### src/rtl/seg_pkg.sv
// Shared segment encodings, converter FSM states and the digit lookup
// for the seven-segment output path.
package seg_pkg;

  localparam logic [6:0] SEG_BLANK = 7'b1111111;
  localparam logic [6:0] SEG_MINUS = 7'b0111111;

  // Active-low {g,f,e,d,c,b,a}; entry [0] is the digit 0.
  localparam logic [9:0][6:0] SEG_DIGIT = {
    7'b0010000, 7'b0000000, 7'b1111000, 7'b0000010, 7'b0010010,
    7'b0011001, 7'b0110000, 7'b0100100, 7'b1111001, 7'b1000000
  };

  typedef enum logic [1:0] {
    IDLE,
    SHIFT,
    COMMIT
  } bcd_state_t;

  function automatic logic [6:0] digit_to_seg(input logic [3:0] d);
    if (d > 4'd9) return SEG_BLANK;
    return SEG_DIGIT[d];
  endfunction

endpackage

### src/rtl/bin2bcd_seq.sv
// Sequential double-dabble: 16-bit unsigned in, five BCD nibbles out
// after 16 shift cycles plus one commit cycle.
module bin2bcd_seq
  import seg_pkg::*;
(
  input  logic        clk,
  input  logic        rst,
  input  logic        start,
  input  logic [15:0] bin,
  output logic        busy,
  output logic        done,
  output logic [19:0] bcd
);

  bcd_state_t  state;
  logic [15:0] mag_reg;
  logic [19:0] acc_reg;
  logic [3:0]  iter_reg;
  logic [19:0] acc_adj;

  generate
    for (genvar gi = 0; gi < 5; gi++) begin : g_adj
      assign acc_adj[gi*4 +: 4] = (acc_reg[gi*4 +: 4] >= 4'd5) ?
                                  acc_reg[gi*4 +: 4] + 4'd3 : acc_reg[gi*4 +: 4];
    end
  endgenerate

  always_ff @(posedge clk or negedge rst) begin
    if (!rst) begin
      state    <= IDLE;
      mag_reg  <= '0;
      acc_reg  <= '0;
      iter_reg <= '0;
      busy     <= 1'b0;
      done     <= 1'b0;
    end else begin
      done <= 1'b0;
      case (state)
        IDLE: begin
          if (start) begin
            mag_reg  <= bin;
            acc_reg  <= '0;
            iter_reg <= '0;
            busy     <= 1'b1;
            state    <= SHIFT;
          end
        end
        SHIFT: begin
          {acc_reg, mag_reg} <= {acc_adj, mag_reg} << 1;
          iter_reg <= iter_reg + 4'd1;
          if (iter_reg == 4'd15) begin
            state <= COMMIT;
            done  <= 1'b1;
          end
        end
        COMMIT: begin
          busy  <= 1'b0;
          state <= IDLE;
        end
        default: begin
          busy  <= 1'b0;
          state <= IDLE;
        end
      endcase
    end
  end

  assign bcd = acc_reg;

endmodule

### src/rtl/seg_display_driver.sv
// Signed 16-bit result to sign + five BCD digits, scanned onto the
// four-digit multiplexed active-low seven-segment display.
module seg_display_driver
  import seg_pkg::*;
#(
  parameter int DIGIT_PERIOD = 100000
) (
  input  logic        clk,
  input  logic        rst,
  input  logic [15:0] value,
  input  logic        load,
  input  logic        page,
  output logic        busy,
  output logic [3:0]  an,
  output logic [6:0]  seg
);

  localparam int CW = $clog2(DIGIT_PERIOD);
  localparam logic [CW-1:0] LAST = CW'(DIGIT_PERIOD - 1);

  logic        start;
  logic [15:0] mag;
  logic        neg_reg;
  logic        done;
  logic [19:0] bcd;
  logic [19:0] disp_reg;
  logic        disp_neg_reg;
  logic [CW-1:0] refresh_reg;
  logic [1:0]  idx_reg;
  logic [3:0]  dig [5];
  logic        show1, show2, show3;
  logic [3:0]  an_next;
  logic [6:0]  seg_next;

  assign start = load && !busy;
  assign mag   = value[15] ? -value : value;

  bin2bcd_seq u_bcd (
    .clk   (clk),
    .rst   (rst),
    .start (start),
    .bin   (mag),
    .busy  (busy),
    .done  (done),
    .bcd   (bcd)
  );

  // Display register only changes on commit, so the old result stays up meanwhile.
  always_ff @(posedge clk or negedge rst) begin
    if (!rst) begin
      neg_reg      <= 1'b0;
      disp_reg     <= '0;
      disp_neg_reg <= 1'b0;
    end else begin
      if (start) neg_reg <= value[15];
      if (done) begin
        disp_reg     <= bcd;
        disp_neg_reg <= neg_reg && (bcd != 20'd0);
      end
    end
  end

  always_ff @(posedge clk or negedge rst) begin
    if (!rst) begin
      refresh_reg <= '0;
      idx_reg     <= 2'd0;
      an          <= 4'b1111;
      seg         <= SEG_BLANK;
    end else begin
      if (refresh_reg == LAST) begin
        refresh_reg <= '0;
        idx_reg     <= idx_reg + 2'd1;
      end else begin
        refresh_reg <= refresh_reg + 1'b1;
      end
      an  <= an_next;
      seg <= seg_next;
    end
  end

  generate
    for (genvar gi = 0; gi < 5; gi++) begin : g_dig
      assign dig[gi] = disp_reg[gi*4 +: 4];
    end
  endgenerate

  assign show3 = (dig[3] != 4'd0);
  assign show2 = show3 || (dig[2] != 4'd0);
  assign show1 = show2 || (dig[1] != 4'd0);

  assign an_next = ~(4'b0001 << idx_reg);

  always_comb begin
    seg_next = SEG_BLANK;
    if (!page) begin
      case (idx_reg)
        2'd0: seg_next = digit_to_seg(dig[0]);
        2'd1: if (show1) seg_next = digit_to_seg(dig[1]);
        2'd2: if (show2) seg_next = digit_to_seg(dig[2]);
        2'd3: if (show3) seg_next = digit_to_seg(dig[3]);
        default: seg_next = SEG_BLANK;
      endcase
    end else begin
      case (idx_reg)
        2'd0: if ((dig[4] != 4'd0) || disp_neg_reg) seg_next = digit_to_seg(dig[4]);
        2'd1: if (disp_neg_reg) seg_next = SEG_MINUS;
        default: seg_next = SEG_BLANK;
      endcase
    end
  end

endmodule
### config.mk
export PLATFORM = sky130hd
export DESIGN_NAME = seg_display_driver
export DESIGN_NICKNAME = d
export VERILOG_FILES = /design/src/rtl/seg_pkg.sv /design/src/rtl/bin2bcd_seq.sv /design/src/rtl/seg_display_driver.sv
export SDC_FILE = /design/constraint.sdc
export NUM_CORES = 1
export LEC_CHECK = 0
export ABC_AREA = 0
export BUFFER_PORTS_ARGS = -buffer_cell sky130_fd_sc_hd__clkbuf_2
export CORE_MARGIN = 5
export CORE_UTILIZATION = 40
export CTS_CLUSTER_DIAMETER = 60
export DETAILED_ROUTE_END_ITERATION = 6
export MAX_ROUTING_LAYER = met4
export PLACE_DENSITY = 0.53
export SLEW_MARGIN = 10
export SYNTH_ARGS = -nofsm -noshare
export SYNTH_HDL_FRONTEND = slang
export SYNTH_SLANG_ARGS = --single-unit
export TNS_END_PERCENT = 100
### constraint.sdc
create_clock -name clk -period 2.7 [get_ports clk]
set_input_delay 0.27 -clock clk [delete_from_list [all_inputs] [get_ports clk]]
set_output_delay 0.27 -clock clk [all_outputs]
set_load 0.03 [all_outputs]
==> results_dict.tcl <==
set metrics [dict create \
    outcome "complete, but fails checks" \
    violations "negative hold slack" \
    num_io_pins 32 \
    avgSynthCellArea_um2 9.16 \
    drt_iter0_markers 243 \
    cp_max_fo 7 \
    max-cap-violations 0 \
    grt_pass1_vias 4430 \
    fin_util 0.454 \
    fillCellCount 1352 \
    synth_common_cells "dfrtp_1 (85), o21ai_0 (80), nand2_1 (60)" \
    hold_path_class "in -> async" \
    regArea_um2 2420 \
    synth_top_family_by_area "simple AND/OR/NAND/NOR gates" \
    pwr-share-comb 0.401 \
    synthMuxAreaShare 0.0193 \
    critical_path.top_delay_family "compound AO/OA/AOI/OAI gates" \
    total_power_mw 6.25 \
    clock_power_share 0.212 \
    rows 43 \
    cts_htree_levels 3 \
    cellPowerDensity_nw_per_um2 988 \
    num_vias 4413 \
    finalCritPeriodShare 0.725 \
    r2r_start "disp_reg[12]" \
    syn_area_um2 5700 \
    r2r_setup_slack_ns 0.74 \
    p_int_mw 3.70 \
    dieWidth_um 129 \
    post-cts-setup-buffers 0 \
    drcViolationCount 0 \
    grt_max_degree 59 \
    rsz0062_at_grt "no" \
    cts_tree "done" \
    syn_to_final_growth_pct 10.9 \
    syn_inst 622 \
    timing.slew.headroom 0.272 \
    diodes 0 \
    synth_cell_types 60 \
    clk_latency_ns 0.35 \
    p_sw_frac 0.407 \
    die_h_um 129 \
    clock-root-buffer "clkbuf_16" \
    pwr-share-seq 0.388 \
    reg2regPathDepth 7 \
    overflow 0 \
    yosys_warnings 0 \
    irDropWorstVdd_uv 369 \
    cts.reportedPaths.clkPinSlew_ns 0.07 \
    synth_compound_area_frac 0.178 \
    yosysTopAreaCell "dfrtp_1" \
    timing.fmax_mhz 511 \
    required_ns 2.97 \
    cp_cell_sequence "inv_1 > ha_1 > nor3b_2 > a22o_1 > a21o_1 > a2111oi_2 > a21oi_1" \
    synthAdderAreaFrac 0.0988 \
    synth.net_count 687 \
    setup_viol 0 \
    postCtsHoldBufs 0 \
    whs_ns -0.00788 \
    fin_setup_tns_ns 0 \
    gp_congestion 0.895 \
    nets 705 \
    synth_ff_type "dfrtp_1" \
    ys_top_cells_by_area "dfrtp_1 (37%), ha_1 (9.9%), o21ai_0 (7.0%)" \
    synth-seq-cells 96 \
    synth-edff-count 0 \
    firstDrtPassIters 4 \
    path_class "reg -> reg" \
    switching_power_mw 2.54 \
    die-area_um2 16700 \
    synth_most_common_cell "dfrtp_1" \
    multi_input_area_um2 3020 \
    routedWlPerCell_um 15.0 \
    core_region_area_um2 13900 \
    worst-path-buf-inv 1 \
    worst_slew_pin_slew_ns 1.09 \
    slowest_delay_ns 0.39 \
    leakage_nw 2.81 \
    cp_slowest_cell "dfrtp_1" \
    drive_gt1_frac 0.124 \
    clk_path_buf_depth 2 \
    fin_crit_ns 1.96 \
    fin_worst_skew_ns 0.00555 \
    cp-start-kind "flip-flop" \
    vias_per_cell 5.35 \
    ys_async_sr_fraction 1.00 \
    drv_slew 0 \
    yosys.area_share.xor_xnor 0.0523 \
    cts-resized-gates 0 \
    antenna_found_initial 0 \
    numClockSinks 96 \
    reg2reg_to "seg[1]" \
    ys_seq_area_frac 0.424 \
    wl_um 12400 \
    cp-end-kind "flip-flop" \
    ant_nets 0 \
    cts_buffers 9 \
    grt_pass1_wl_um 21400 \
    place_hpwl_um 8850 \
    hold_viol 8 \
    cp.arrival_ns 2.23 \
    synth_top_area_share 0.373 \
    grt_usage 0.163 \
    synthSimpleGateAreaFrac 0.182 \
    port_buffers 31 \
    floorplan.initialDensity 0.409 \
]
## how the worst max path moves through the flow
stage	slack, ns	cells after the start	endpoint	from
6_report	0.74	7	seg[1]	disp_reg[12]
5_1_grt	0.57	7	seg[6]	disp_reg[13]
4_1_cts	0.74	7	seg[1]	disp_reg[12]
3_5_place_dp	0.76	7	seg[1]	disp_reg[12]
3_3_place_gp	0.78	5	disp_neg_reg	u_bcd.bcd[16]
2_1_floorplan	0.91	7	seg[1]	disp_reg[12]
## per-layer routing
| metal | share of wire | GRT usage | up-vias |
|---|---|---|---|
| li1 | - | - | 2199 |
| met1 | 0.49 | 0.216 | 2150 |
| met2 | 0.47 | 0.256 | 52 |
| met3 | 0.029 | 0.0338 | 12 |
| met4 | 0.014 | 0.0445 | 0 |
| met5 | 0 | - | - |
## metrics by stage
step	worst slack [ns]	instance area (um^2)	std cells
final	0.743	6320	825
after global routing	0.565	6320	825
after CTS	0.744	6320	825
after detailed placement	0.761	6010	809
after global placement	0.777	6010	809
after floorplan	0.910	5700	622
## logic make-up after synthesis
group | count (synthesis)
xor+xnor | 34
mux | 10
compound gates | 168
buf+inv | 67
simple gates | 202
fa+ha+maj | 45
flops | 96
## final cells by class
type	instances	area share
timing repair buffer	36	0.0329
multi-input combinational	459	0.478
clock buffer	11	0.0400
clock inverter	5	0.00871
inverter	38	0.0226
sequential	96	0.382
tap	180	0.0356
## cells in the final DEF (no fill, tap or decap), types with 3 or more instances in the layout
cell	Yosys	routed
o22ai_1	5	5
nor3b_2	3	3
nor4_1	3	3
o211ai_1	4	4
a41oi_1	5	5
nand2_1	60	60
o21bai_1	3	3
o21ai_0	80	80
or3_1	4	4
clkbuf_16	0	9
a21oi_1	30	30
a22oi_1	10	10
nor3_1	12	12
and2_1	4	4
nand2b_1	13	13
clkbuf_2	0	30
o311ai_0	3	3
xnor2_1	16	16
o31ai_1	4	4
nor2b_1	13	13
nor3b_1	7	7
xor2_1	18	18
and3_1	7	7
mux2_2	8	8
dfstp_2	11	11
ha_1	45	45
dfrtp_1	85	85
buf_4	2	5
a21o_1	3	3
nand4_1	6	6
inv_1	37	37
nor2_1	40	40
nand3_1	21	21
## power by group through the flow
stage	registers, mW	clock network, mW	logic [mW]
floorplan	2.32	0	1.94
global placement	2.43	0	2.45
detailed placement	2.45	0	2.50
CTS	2.43	1.37	2.52
global route	2.51	1.41	2.86
finish	2.42	1.32	2.50
Note: power is estimated with default switching activity, not from simulation.
